## src/rtl/keypad_debounce_scan.sv

```systemverilog
// 4x4 keypad row scanner with column synchronizer and press/release debounce.
// Emits one key_code/key_valid pulse per accepted physical press.
module keypad_debounce_scan #(
  parameter int SETTLE_CYCLES   = 16,
  parameter int DEBOUNCE_CYCLES = 960000
) (
  input  logic       clk,
  input  logic       reset,
  input  logic [3:0] columns,
  output logic [3:0] rows,
  output logic [3:0] key_code,
  output logic       key_valid
);

  localparam int SW = $clog2(SETTLE_CYCLES);
  localparam int DW = $clog2(DEBOUNCE_CYCLES);
  localparam logic [SW-1:0] SET_LAST = SW'(SETTLE_CYCLES - 1);
  localparam logic [DW-1:0] DB_LAST  = DW'(DEBOUNCE_CYCLES - 1);

  typedef enum logic [1:0] {
    SCAN,
    DEBOUNCE,
    HELD
  } state_e;

  state_e        state_q;
  logic [3:0]    sync1_q;
  logic [3:0]    cols_s_q;
  logic [1:0]    row_q;
  logic [3:0]    rows_q;
  logic [SW-1:0] settle_q;
  logic [DW-1:0] db_q;
  logic [3:0]    cap_q;
  logic [3:0]    key_code_q;
  logic          key_valid_q;

  function automatic logic [3:0] row_drive(input logic [1:0] r);
    return ~(4'b0001 << r);
  endfunction

  function automatic logic single_low(input logic [3:0] c);
    case (c)
      4'b1110, 4'b1101, 4'b1011, 4'b0111: return 1'b1;
      default:                            return 1'b0;
    endcase
  endfunction

  function automatic logic [1:0] col_idx(input logic [3:0] c);
    case (c)
      4'b1110: return 2'd0;
      4'b1101: return 2'd1;
      4'b1011: return 2'd2;
      default: return 2'd3;
    endcase
  endfunction

  function automatic logic [3:0] key_map(
    input logic [1:0] r,
    input logic [3:0] c
  );
    case ({r, col_idx(c)})
      4'h0:    return 4'h1;
      4'h1:    return 4'h2;
      4'h2:    return 4'h3;
      4'h3:    return 4'hA;
      4'h4:    return 4'h4;
      4'h5:    return 4'h5;
      4'h6:    return 4'h6;
      4'h7:    return 4'hB;
      4'h8:    return 4'h7;
      4'h9:    return 4'h8;
      4'hA:    return 4'h9;
      4'hB:    return 4'hC;
      4'hC:    return 4'hE;
      4'hD:    return 4'h0;
      4'hE:    return 4'hF;
      default: return 4'hD;
    endcase
  endfunction

  always_ff @(posedge clk) begin
    if (reset) begin
      state_q     <= SCAN;
      sync1_q     <= 4'b1111;
      cols_s_q    <= 4'b1111;
      row_q       <= 2'd0;
      rows_q      <= 4'b1110;
      settle_q    <= '0;
      db_q        <= '0;
      cap_q       <= 4'b1111;
      key_code_q  <= 4'h0;
      key_valid_q <= 1'b0;
    end else begin
      sync1_q     <= columns;
      cols_s_q    <= sync1_q;
      key_valid_q <= 1'b0;
      case (state_q)
        SCAN: begin
          if (settle_q == SET_LAST) begin
            if (single_low(cols_s_q)) begin
              cap_q   <= cols_s_q;
              db_q    <= '0;
              state_q <= DEBOUNCE;
            end else begin
              row_q    <= row_q + 2'd1;
              rows_q   <= row_drive(row_q + 2'd1);
              settle_q <= '0;
            end
          end else begin
            settle_q <= settle_q + 1'b1;
          end
        end
        DEBOUNCE: begin
          if (cols_s_q == cap_q) begin
            if (db_q == DB_LAST) begin
              key_code_q  <= key_map(row_q, cap_q);
              key_valid_q <= 1'b1;
              db_q        <= '0;
              state_q     <= HELD;
            end else begin
              db_q <= db_q + 1'b1;
            end
          end else begin
            // Bounce: rescan the same row from a fresh settle window
            settle_q <= '0;
            state_q  <= SCAN;
          end
        end
        HELD: begin
          if (cols_s_q == 4'b1111) begin
            if (db_q == DB_LAST) begin
              row_q    <= row_q + 2'd1;
              rows_q   <= row_drive(row_q + 2'd1);
              settle_q <= '0;
              db_q     <= '0;
              state_q  <= SCAN;
            end else begin
              db_q <= db_q + 1'b1;
            end
          end else begin
            db_q <= '0;
          end
        end
        default: state_q <= SCAN;
      endcase
    end
  end

  assign rows      = rows_q;
  assign key_code  = key_code_q;
  assign key_valid = key_valid_q;

endmodule

```

## config.mk

```make
export PLATFORM = sky130hd
export DESIGN_NAME = keypad_debounce_scan
export DESIGN_NICKNAME = d
export VERILOG_FILES = /design/src/rtl/keypad_debounce_scan.sv
export SDC_FILE = /design/constraint.sdc
export NUM_CORES = 1
export LEC_CHECK = 0
export BUFFER_PORTS_ARGS = -buffer_cell sky130_fd_sc_hd__clkbuf_2
export CORE_MARGIN = 2
export CORE_UTILIZATION = 54
export CTS_CLUSTER_SIZE = 12
export DETAILED_ROUTE_END_ITERATION = 8
export HOLD_SLACK_MARGIN = 0.03
export PLACE_DENSITY_LB_ADDON = 0.05
export SETUP_SLACK_MARGIN = 0.3
export SLEW_MARGIN = 40
export SYNTH_ARGS = -nofsm -noshare
export SYNTH_HDL_FRONTEND = slang
export SYNTH_SLANG_ARGS = --single-unit
```

## constraint.sdc

```tcl
create_clock -name clk -period 2 [get_ports clk]
set_input_delay 0.5 -clock clk [delete_from_list [all_inputs] [get_ports clk]]
set_output_delay 0.5 -clock clk [all_outputs]
set_load 0.02 [all_outputs]
```

== Yosys cells after proc, flatten, opt, wreduce, memory -nomap -nowiden ==
Memories as Yosys holds them, arrays and structs flattened. A register that Yosys moved wholly into a read port is not among the register bits.
Cells that the tools add are included.

* Flip-flop bits (word level): 45
* Memory bits (read-only): 64
* Output and inout port bits: 9
* Memories: 1

{| class="wikitable"
|+ Memory list
! memory !! depth !! width !! rd ports !! clocked after memory_dff !! write ports !! RTL line !! source
|-
| (name not given) || 16 || 4 || 1 || 1 || 0 || 61 || <nowiki>case ({r, col_idx(c)})</nowiki>
|}

* Add/sub/neg operators: 3
* Eq/ne operators: 22
* Shift operators: 1
* Multiplexer cells: 39
* Bitwise gates (word level): 3
* Reductions and logical operators: 11

{| class="wikitable"
|+ Operator list
! kind !! count
|-
| two-way mux 20 bit || 5
|-
| case mux 20 bit (3 select lines) || 1
|-
| two-way mux 4 bit || 9
|-
| == test 4 bit (second input constant) || 8
|-
| two-way mux 2 bit || 14
|-
| adder 20 x 1 -> 20 bit (second input constant) || 1
|-
| == test 20 bit (second input constant) || 1
|-
| AND reduction 5 bit || 3
|-
| != test 2 bit (second input constant) || 6
|-
| case mux 2 bit (3 select lines) || 2
|-
| case mux 4 bit (3 select lines) || 1
|-
| case mux 4 bit (2 select lines) || 1
|-
| != test 3 bit (second input constant) || 2
|-
| AND reduction 3 bit || 2
|-
| two-way mux 1 bit || 5
|-
| adder 4 x 1 -> 4 bit (second input constant) || 1
|-
| == test 4 x 3 -> 1 bit (second input constant) || 1
|-
| == test 4 bit || 1
|-
| inverter 4 bit || 1
|-
| case mux 2 bit (2 select lines) || 1
|-
| AND reduction 4 bit || 1
|-
| OR reduction 4 bit || 1
|-
| left shift 1 x 2 -> 4 bit (first input constant) || 1
|-
| nonzero test 3 bit || 1
|-
| 8 further kinds || 9
|}

== Logic depth before layout (Yosys ltp) ==
Gate-level depths: netlist of run 1.

* Depth in word-level cells: 9
* Depth in mapped cells: 10

== Least setup slack after synthesis of run 1 ==
Ideal clock, no wire load.

* Path type: reg-to-reg
* From: reg db_q[9]
* To: reg settle_q[2]
* Arrival time: 2.117 ns
* Data required time: 1.929 ns
* Setup slack: -0.188 ns
* Stages on the path, launching flop included: 7
* Buffers on the path: 0
* Cell sequence: dfxtp_1 -> nor4b_2 -> nand4_1 -> or4_4 -> a21o_1 -> or4_1 -> a21oi_1

* Cells in the longest elaborated chain, start to end: 3

{| class="wikitable"
|+ Ends and longest elaborated chain
! item !! RTL line !! source
|-
| start, declared || 32 || <nowiki>logic [DW-1:0] db_q;</nowiki>
|-
| start signal, assigned || 121 || <nowiki>db_q <= db_q + 1'b1;</nowiki>
|-
| start signal, assigned || 138 || <nowiki>db_q <= db_q + 1'b1;</nowiki>
|-
| == test 20 bit || 131 || <nowiki>if (db_q == DB_LAST) begin</nowiki>
|-
| != test 2 bit (no line) || - ||
|-
| AND reduction 5 bit (no line) || - ||
|-
| end signal, assigned || 110 || <nowiki>settle_q <= settle_q + 1'b1;</nowiki>
|-
| end, declared || 31 || <nowiki>logic [SW-1:0] settle_q;</nowiki>
|}

Every way passes these cells.
A chain may end at the register's enable or synchronous reset.

== Worst setup path after layout of run 1 ==
* From: reg db_q[14]
* To: reg settle_q[3]

Same word-level chain as after synthesis.

==> metrics.md, run 1 <==
| Metric | Value |
|---|---|
| Peak clock frequency supported by timing | `~430 MHz` |
| Hpwl dp | `roughly 4500 µm` |
| Power density over the cells | `423 mW/mm²` |
| Overall via count from detail_route | `3170` |
| Clk buf depth | `2` |
| Flip-flop and latch count after synthesis | `49` |
| DRC violation count after routing | `0` |
| Worst hold margin | `between 0.3 and 0.4 ns` |
| Synthesis-to-finish area growth | `72.5%` |
| Core Rows | `25` |
| Kind of end point of the critical path | `register` |
| Max-slew violations | `0` |
| Chip width | `73.4 µm` |
| Detailed-route wire length | `11800 µm` |
| Number of distinct standard cells referenced by the synthesized netlist | `45` |
| Setup TNS after final layout | `-5.02 ns` |
| Number of top-level pins | `15` |
| Total non-filler cell area in the finished layout | `between 0.004 and 0.005 mm²` |
| Worst EP arrival | `2.54 ns` |
| Fin cells | `about 470` |
| TritonCTS Sinks | `a little under 50` |
| Post-route ant nets | `0` |
| Setup repair after global routing missed its margin | `true` |
| Commonest non-fill, non-tap cell in the layout | `buf_4` |
| Root buffer cell | `clkbuf_8` |
| Total grt overflow | `0` |
| Cell area after placement | `between 0.003 and 0.004 mm²` |
| Top library cells by usage in the layout, fill and taps aside | `63 x buf_4, 32 x dfxtp_1, 28 x nor2_1` |
| Fraction of layout cells with a size suffix above 1 | `55.8%` |
| Post-layout min period | `between 2 and 2.5 ns` |
| Number of flops mapped to enable cells by yosys | `0` |
| Max cap viols | `0` |
| Initial Util | `a little under three fifths` |
| Post-route setup slack | `-0.344 ns` |
| Violations in the final reports | `negative setup slack` |
| Global-route wire length before repair | `between 10000 and 15000 µm` |
| CORE AREA | `0.00469 mm²` |
| First-pass iteration count of the detailed router | `5` |
| Final Hold Vio Count | `0` |
| GRT Total Usage | `between 30% and 40%` |
| Placed insts | `415` |
| Deepest level of the CTS H-tree | `2` |
| Vias per std cell | `6.77` |
| Port Buffers | `14` |
| Per-instance average area after synthesis | `~8.4 µm²` |
| Type of the worst setup path | `register to register` |
| Series of cell instances along the critical path | `nor4b_2, nand4_1, or4_4, a21o_4, buf_4, buf_6, o31ai_2, a21oi_1` |
| Total power after layout | `~1.9 mW` |
| Standard cell with the maximum stage delay on the critical path | `or4_4` |
| Top_reg_cell synth | `dfxtp_1` |
| NumNets Final | `around 430` |
| Pin count of the biggest net entering global routing | `25` |
| Required time of the critical path | `around 2.2 ns` |
| Number of buffers created by CTS | `5` |
| Drt wl/cell | `25.2 µm` |
| Setup violation total in the final timing report | `32` |
| Post-Syn Nets | `between 300 and 400` |
| Yosys synthesis warning count | `0` |
| First-iteration detailed-routing DRC count | `between 300 and 400` |
| Worst vdd rail ir drop | `approximately 470 µV` |
| Launching element type of the critical path | `register` |
| DIE HEIGHT | `approximately 73 µm` |
| Final antenna diode count | `0` |
| Die area | `roughly 0.0054 mm²` |
| Outcome | `finished with violations` |
| Setup WS pre-CTS | `-0.0775 ns` |
| Clock slew at the register clock pins of the worst setup and hold paths | `~0.10 ns` |
| CP max stage delay | `around 0.58 ns` |
| Crit path max fanout | `4` |
| Share of flip-flops with an asynchronous set or reset after synthesis | `0%` |
| Via count of the first global-routing pass | `between 2k and 3k` |
| Weighted congestion at the end of routability-driven global placement | `between 0.8 and 0.9` |
| Post-layout utilization of the core | `between 90% and 100%` |
| Max transition margin | `around 52%` |
| Leakage component of the power | `between 1.5 and 2 nW` |
| Setup Skew | `roughly 0.011 ns` |
| Min-Delay Path Class | `input port to register` |
| Post-synthesis sequential area ratio | `37.7%` |
| Antenna violations before repair | `0` |
| CTS tree | `yes` |
| Worst slew pin tran | `0.715 ns` |
| Synthesized area | `0.00260 mm²` |
| Synth Instances | `roughly 300` |
| Worst-Skew Late Latency | `approximately 0.32 ns` |
| Ratio of final minimum period to clock period | `117%` |
where the power goes:
part,internal [mW],switching [mW],total (mW),leakage [nW]
registers,0.987,0.0149,1.00,0.401
clock network,0.365,0.365,0.730,0.0540
logic,0.0854,0.0820,0.167,1.19
cells by family (layout without fill, tap and decap cells):
family | Yosys count | after routing | synth area share [%]
and+or+nand+nor | 146 | 146 | 29.3
DFF | 49 | 49 | 37.7
AOI/OAI and AO/OA | 36 | 37 | 9.28
buffers and inverters | 27 | 132 | 3.90
xor gates and xnor gates | 25 | 25 | 8.42
adders and majority gates | 13 | 13 | 6.25
muxes | 12 | 12 | 5.15
layer usage:
layer	share of wire, %	vias to the layer above	wire length [µm]	global-route usage (%)
li1	-	1304	-	-
met1	37	1486	4310	44.9
met2	46	288	5450	58.7
met3	11	92	1250	6.86
met4	6.7	0	785	12.9
met5	0	-	0	0
sequential cells by signal, summed over array words and instances (netlist names):
| name | flops |
|---|---|
| cap_q | 4 |
| cols_s_q | 4 |
| db_q | 20 |
| key_code | 4 |
| key_valid | 1 |
| row_q | 2 |
| rows | 4 |
| settle_q | 4 |
| state_q | 2 |
| sync1_q | 4 |
cell usage after synthesis (11+ instances only):
cell type	count	area [µm²]
a21oi_1	12	60.1
clkbuf_1	17	63.8
dfxtp_1	49	981
ha_1	13	163
nand2_1	26	97.6
nand3_1	16	80.1
nor2_1	39	146
nor3_1	12	60.1
nor4_1	11	68.8
xnor2_1	20	175
what timing repair did:
| item | 4_1_cts | 5_1_grt |
|---|---|---|
| endpoints found under the setup margin | 39 | 41 |
| cloned | 5 | 0 |
| buffers inserted | 27 | 14 |
| resized for setup | 68 | 52 |
| pin swaps | 43 | 30 |
| hold buffers | 0 | 0 |
worst max-delay path: cells and delay by family, from the launching register on:
kind / cells / cell delay (ns)
AO/OA/AOI/OAI: 3 / 0.55
flip-flops: 1 / 0.36
buffers and inverters: 2 / 0.24
AND/OR/NAND/NOR: 3 / 1.08
final timing paths:
path                              start  slack, ns                       end  cells after the start
setup / recovery  db_q[14]$_SDFFE_PP0P_      -0.34  settle_q[3]$_SDFFE_PP0P_                      8
hold / removal               columns[1]       0.36     sync1_q[1]$_SDFF_PP1_                      2
setup reg to reg  db_q[14]$_SDFFE_PP0P_      -0.34  settle_q[3]$_SDFFE_PP0P_                      8
hold reg to reg   sync1_q[2]$_SDFF_PP1_       0.43    cols_s_q[2]$_SDFF_PP1_                      1
cell type report:
cell class,count,area [µm²]
clock buffer,5,68.8
clock inverter,2,35.0
fill,102,204
inverter,10,37.5
multi-input combinational,233,2170
sequential,49,1010
tap,54,67.6
timing repair buffer,115,1110
No activity file was read; power rests on OpenSTA's default activity.
==> inputs of run 2 (changes only) <==
--- a/config.mk
+++ b/config.mk
@@ -6,11 +6,11 @@
 export NUM_CORES = 1
 export LEC_CHECK = 0
 export BUFFER_PORTS_ARGS = -buffer_cell sky130_fd_sc_hd__clkbuf_2
-export CORE_MARGIN = 2
 export CORE_UTILIZATION = 54
 export CTS_CLUSTER_SIZE = 12
 export DETAILED_ROUTE_END_ITERATION = 8
 export HOLD_SLACK_MARGIN = 0.03
+export MAX_ROUTING_LAYER = met4
 export PLACE_DENSITY_LB_ADDON = 0.05
 export SETUP_SLACK_MARGIN = 0.3
 export SLEW_MARGIN = 40
==> constraint.sdc (replaced) <==
create_clock -name clk -period 2.1 [get_ports clk]
set_input_delay 0.525 -clock clk [delete_from_list [all_inputs] [get_ports clk]]
set_output_delay 0.525 -clock clk [all_outputs]
set_load 0.02 [all_outputs]
==> run 2 against run 1 <==
Against the previous run: the run still ends with negative setup slack left; combinational power fell by 28%; clock power fell by 1%; flip-flop and latch count did not move; register-to-register slack improved by 0.28 ns; cell count fell by 7.1%; hold slack improved by 0.023 ns; clock-buffer cell count did not move; power fell by 5.7%; critical path depth fell by 2; first-iteration DRC count fell by 9.5%; cell area fell by 12%; critical path type unchanged; largest power group unchanged.
==> metrics.md, run 2 (synthesized netlist as in run 1, its figures left out) <==
| Metric | Value |
|---|---|
| Vias per std cell | `about 6.2` |
| Overall via count from detail_route | `roughly 2.7k` |
| DRC violation count after routing | `0` |
| CTS tree | `yes` |
| First-pass iteration count of the detailed router | `5` |
| Root buffer cell | `clkbuf_8` |
| First-iteration detailed-routing DRC count | `~300` |
| Worst-case hold path end point | `sync1_q[0]$_SDFF_PP1_` |
| TritonCTS Sinks | `~50` |
| Post-route setup slack | `-0.0644 ns` |
| Via count of the first global-routing pass | `roughly 2.4k` |
| Min-delay src | `columns[0]` |
| Max FFs per register | `20` |
| Outcome | `finished with violations` |
| Hpwl dp | `4310 µm` |
| Flop-to-flop setup slack | `-0.06 ns` |
| Ratio of final minimum period to clock period | `103%` |
| Initial Util | `between 50 and 60%` |
| Detailed-route wire length | `8420 µm` |
| Post-route ant nets | `0` |
| CORE AREA | `0.00450 mm²` |
| Deepest level of the CTS H-tree | `2` |
| Fin cells | `approximately 440` |
| Max transition margin | `between 60 and 70%` |
| Global-route wire length before repair | `11100 µm` |
| Min-Delay Path Class | `input port to register` |
| Die area | `0.00510 mm²` |
| Final Hold Vio Count | `0` |
| Worst-Skew Late Latency | `around 0.32 ns` |
| Clock slew at the register clock pins of the worst setup and hold paths | `0.10 ns` |
| Largest register by flop count | `db_q` |
| Worst EP arrival | `2.42 ns` |
| Core Rows | `24` |
| Worst vdd rail ir drop | `601 µV` |
| GRT Total Usage | `between 20% and 30%` |
| Launching element type of the critical path | `register` |
| Number of buffers created by CTS | `5` |
| Worst R2R Start | `db_q[5]$_SDFFE_PP0P_` |
| Capturing point of the worst reg2reg path | `settle_q[2]$_SDFFE_PP0P_` |
| Total grt overflow | `0` |
| Worst slew pin tran | `roughly 0.50 ns` |
| Top library cells by usage in the layout, fill and taps aside | `57 x buf_4, 32 x dfxtp_1, 26 x nand2_1` |
| DIE HEIGHT | `71.4 µm` |
| Setup TNS after final layout | `-0.220 ns` |
| Post-layout min period | `2.16 ns` |
| Kind of end point of the critical path | `register` |
| Number of top-level pins | `15` |
| Required time of the critical path | `between 2 and 2.5 ns` |
| Violations in the final reports | `negative setup slack` |
| Max cap viols | `0` |
| Weighted congestion at the end of routability-driven global placement | `0.800` |
| Count of cells along the worst register-to-register path | `6` |
| Port Buffers | `14` |
| Fraction of layout cells with a size suffix above 1 | `around 50%` |
| Peak clock frequency supported by timing | `about 460 MHz` |
| Chip width | `71.4 µm` |
| Drt wl/cell | `19.3 µm` |
| Clk buf depth | `2` |
| Leakage component of the power | `approximately 1.4 nW` |
| Antenna violations before repair | `0` |
| Pin count of the biggest net entering global routing | `25` |
| Commonest non-fill, non-tap cell in the layout | `buf_4` |
| Final antenna diode count | `0` |
| Hold depth | `2` |
| Crit path max fanout | `5` |
| Filler cells | `around 210` |
| NumNets Final | `401` |
| Setup Skew | `0.0100 ns` |
| Synthesis-to-finish area growth | `52.0%` |
| Type of the worst setup path | `register to register` |
| Setup repair after global routing missed its margin | `true` |
| Max-slew violations | `0` |
| Placed insts | `between 300 and 400` |
| Setup violation total in the final timing report | `15` |
| Power density over the cells | `around 450 mW/mm²` |
-- run 2: worst max-delay path: stages (launching register included) --
cell,delay [ns]
dfxtp_2,0.35
and4_4,0.27
nand4_1,0.14
or4_4,0.57
a21o_1,0.24
or4_4,0.42
a21oi_2,0.12
-- run 2: area by class of cell --
cell class | count | area (µm²) | area share (%)
multi-input cells | 233 | 2060 | 52.0
flip-flops and latches | 49 | 1010 | 25.5
repair buffers | 83 | 669 | 16.9
clock buffers | 5 | 68.8 | 1.74
well taps | 52 | 65.1 | 1.65
clock inverters | 3 | 50.0 | 1.27
inverters | 10 | 37.5 | 0.949
-- run 2: metal layers --
| metal | vias to the layer above | GRT usage, % | wire length (µm) |
|---|---|---|---|
| li1 | 1230 | - | - |
| met1 | 1290 | 37.8 | 3520 |
| met2 | 148 | 44.7 | 4080 |
| met3 | 34 | 4.78 | 550 |
| met4 | 0 | 10.7 | 268 |
| met5 | - | - | 0 |
-- run 2: per-stage QoR --
stage | setup slack, ns | cell area [µm²] | power, mW | hold WS, ns | util [%]
after global placement | 0.0372 | 3230 | 1.04 | 0.392 | 71.8
after floorplan | 0.0375 | 2870 | 1.02 | 0.389 | -
after global routing | -0.117 | 3950 | 1.84 | 0.377 | 87.8
after CTS | 0.0131 | 3550 | 1.76 | 0.382 | 78.8
after detailed placement | -0.0149 | 3230 | 1.05 | 0.397 | 71.8
final | -0.0644 | 3950 | 1.79 | 0.380 | 87.8
-- run 2: repair_timing --
action / in CTS / in global routing
setup buffers: 11 / 13
pin swaps: 11 / 34
hold buffers: 0 / 0
endpoints found under the setup margin: 33 / 37
gates cloned: 1 / 3
gates resized for setup: 30 / 63
-- run 2: power breakdown --
group / total (mW) / switching (mW) / internal, mW
Clock: 0.721 / 0.355 / 0.365
Sequential: 0.948 / 0.00937 / 0.939
Combinational: 0.121 / 0.0666 / 0.0549
Total: 1.79 / 0.431 / 1.36
-- run 2: how the worst max path moves through the flow --
stage | endpoint | startpoint | depth (start not counted) | slack, ns
after floorplan | row_q[1]$_SDFFE_PP0P_ | db_q[2]$_SDFFE_PP0P_ | 6 | 0.04
after global placement | row_q[1]$_SDFFE_PP0P_ | db_q[5]$_SDFFE_PP0P_ | 7 | 0.04
after detailed placement | row_q[1]$_SDFFE_PP0P_ | db_q[5]$_SDFFE_PP0P_ | 7 | -0.01
after CTS | row_q[1]$_SDFFE_PP0P_ | db_q[9]$_SDFFE_PP0P_ | 7 | 0.01
after global routing | settle_q[2]$_SDFFE_PP0P_ | db_q[5]$_SDFFE_PP0P_ | 6 | -0.12
final | settle_q[2]$_SDFFE_PP0P_ | db_q[5]$_SDFFE_PP0P_ | 6 | -0.06
==> inputs of run 3 (changes only) <==
--- a/config.mk
+++ b/config.mk
@@ -13,6 +13,7 @@
 export MAX_ROUTING_LAYER = met4
 export PLACE_DENSITY_LB_ADDON = 0.05
 export SETUP_SLACK_MARGIN = 0.3
+export SKIP_LAST_GASP = 1
 export SLEW_MARGIN = 40
 export SYNTH_ARGS = -nofsm -noshare
 export SYNTH_HDL_FRONTEND = slang
==> run 3 against run 2 <==
Against the previous run: global-route usage unchanged; largest power group unchanged; via count is 0.15% lower; routed wire length decreased by 1.2%; the run still ends with negative setup slack left; sequential share of layout area is essentially flat; setup slack got worse by 0.021 ns; clock power fell by 0.7%; non-clock buffer count unchanged; hold slack better by 0.0023 ns.
==> metrics.md, run 3 (synthesized netlist as in run 1, its figures left out) <==
| Metric | Value |
|---|---|
| Final antenna diode count | `0` |
| Setup repair after global routing missed its margin | `true` |
| Worst vdd rail ir drop | `roughly 560 µV` |
| Fin cells | `~440` |
| Layer with the highest usage | `met2` |
| Filler cells | `216` |
| Initial Util | `between 50% and 60%` |
| M2 GR Usage | `between 40% and 50%` |
| Worst-Skew Late Latency | `0.31 ns` |
| Switch share | `23.9%` |
| Post-layout utilization of the core | `~90%` |
| Placed insts | `approximately 400` |
| Max-slew violations | `0` |
| Clock slew at the register clock pins of the worst setup and hold paths | `~0.1 ns` |
| CP delay by family, top | `simple AND/OR/NAND/NOR gates` |
| Overall via count from detail_route | `2698` |
| CP max stage delay | `approximately 0.57 ns` |
| GRT Total Usage | `between 20% and 30%` |
| Weighted congestion at the end of routability-driven global placement | `roughly 0.8` |
| Fraction of layout cells with a size suffix above 1 | `between 40 and 50%` |
| Type of the worst setup path | `register to register` |
| Port Buffers | `14` |
| Post-layout min period | `2.19 ns` |
| Kind of end point of the critical path | `register` |
| Met1 track utilization from global routing | `a little under two fifths` |
| Hpwl dp | `4310 µm` |
| Post-route setup slack | `-0.0856 ns` |
| Total grt overflow | `0` |
| Worst hold margin | `between 0.3 and 0.4 ns` |
| Die area | `0.00510 mm²` |
| Deepest level of the CTS H-tree | `2` |
| Net switching power of the design | `0.426 mW` |
| Standard cell with the maximum stage delay on the critical path | `or4_4` |
| Series of cell instances along the critical path | `and4_4, nand4_1, or4_4, a221oi_4, buf_4, mux2i_1, nor2_1` |
| Setup Skew | `0.00900 ns` |
| CTS tree | `yes` |
| Commonest non-fill, non-tap cell in the layout | `buf_4` |
| TritonCTS Sinks | `slightly below 50` |
| Top library cells by usage in the layout, fill and taps aside | `57 x buf_4, 32 x dfxtp_1, 26 x nand2_1` |
| First-iteration detailed-routing DRC count | `270` |
| Largest register by flop count | `db_q` |
| Vias per std cell | `6.20` |
| Setup violation total in the final timing report | `15` |
| Synthesis-to-finish area growth | `51.7%` |
| Number of buffer and inverter instances along the worst setup path | `1` |
| NumNets Final | `401` |
| Min-Delay Path Class | `input port to register` |
| Number of top-level pins | `15` |
| Setup TNS after final layout | `-0.289 ns` |
| Chip width | `between 70 and 80 µm` |
| Post-route ant nets | `0` |
| Max transition margin | `between 60% and 70%` |
| Share of total power in combinational logic | `6.7%` |
| Root buffer cell | `clkbuf_8` |
| Peak clock frequency supported by timing | `roughly 460 MHz` |
| Worst slew pin tran | `between 0.5 and 0.6 ns` |
| CORE AREA | `0.00450 mm²` |
| First-pass iteration count of the detailed router | `5` |
| Power density over the cells | `roughly 450 mW/mm²` |
| Via count of the first global-routing pass | `about 2.4k` |
| Drt wl/cell | `19.1 µm` |
| Ratio of final minimum period to clock period | `104%` |
| Launching element type of the critical path | `register` |
| Crit path max fanout | `5` |
| Core Rows | `24` |
| Global-route met3 utilization | `4.78%` |
| Outcome | `finished with violations` |
| Detailed-route wire length | `8310 µm` |
| Final Hold Vio Count | `0` |
| Antenna violations before repair | `0` |
| Leakage component of the power | `1.40 nW` |
| Power share of the sequential group | `between 50% and 60%` |
| Global-route wire length before repair | `~11000 µm` |
| DIE HEIGHT | `approximately 71 µm` |
| Worst EP arrival | `2.39 ns` |
| Clock power frac | `between 40% and 50%` |
| Pin count of the biggest net entering global routing | `25` |
| Number of buffers created by CTS | `5` |
| DRC violation count after routing | `0` |
| Max FFs per register | `20` |
| Violations in the final reports | `negative setup slack` |
| Clk buf depth | `2` |
| Max cap viols | `0` |
| Required time of the critical path | `about 2.3 ns` |
| Internal power | `around 1.4 mW` |
[run 3: worst paths after layout]
check | from | end | slack, ns | cells after the start
worst min-delay path | columns[0] | sync1_q[0]$_SDFF_PP1_ | 0.38 | 2
worst max-delay path | db_q[5]$_SDFFE_PP0P_ | row_q[1]$_SDFFE_PP0P_ | -0.09 | 7
worst max register to register | db_q[5]$_SDFFE_PP0P_ | row_q[1]$_SDFFE_PP0P_ | -0.09 | 7
worst min register to register | sync1_q[3]$_SDFF_PP1_ | cols_s_q[3]$_SDFF_PP1_ | 0.42 | 1
[run 3: per-layer routing]
layer	part of all wire [%]	wire, µm
met1	41	3450
met2	48	3970
met3	7.0	581
met4	3.8	313
met5	0	0
[run 3: power groups by stage]
stage,logic [mW],registers [mW],clock network [mW]
2_1_floorplan,0.0535,0.967,0
3_3_place_gp,0.0741,0.970,0
3_5_place_dp,0.0754,0.970,0
4_1_cts,0.0841,0.950,0.724
5_1_grt,0.128,0.950,0.762
6_report,0.120,0.948,0.716
[run 3: through the flow]
| step | setup slack (ns) | power [mW] | cell area (µm²) |
|---|---|---|---|
| floorplan | 0.0375 | 1.02 | 2870 |
| global placement | 0.0372 | 1.04 | 3230 |
| detailed placement | -0.0149 | 1.05 | 3230 |
| CTS | 0.0131 | 1.76 | 3550 |
| global route | -0.140 | 1.84 | 3950 |
| finish | -0.0856 | 1.78 | 3950 |
[run 3: what timing repair did]
| action | in CTS | in global routing |
|---|---|---|
| gates resized for setup | 30 | 62 |
| setup endpoints to repair | 33 | 37 |
| hold buffers | 0 | 0 |
| buffers inserted | 11 | 13 |
| cloned | 1 | 3 |
| pin swaps | 11 | 34 |
[run 3: area by class of cell]
class / instances / area (µm²) / area share, %
clock buffers: 5 / 68.8 / 1.74
clock inverters: 3 / 50.0 / 1.27
inverters: 10 / 37.5 / 0.951
multi-input cells: 233 / 2050 / 51.9
flip-flops and latches: 49 / 1010 / 25.5
well taps: 52 / 65.1 / 1.65
repair buffers: 83 / 669 / 17.0
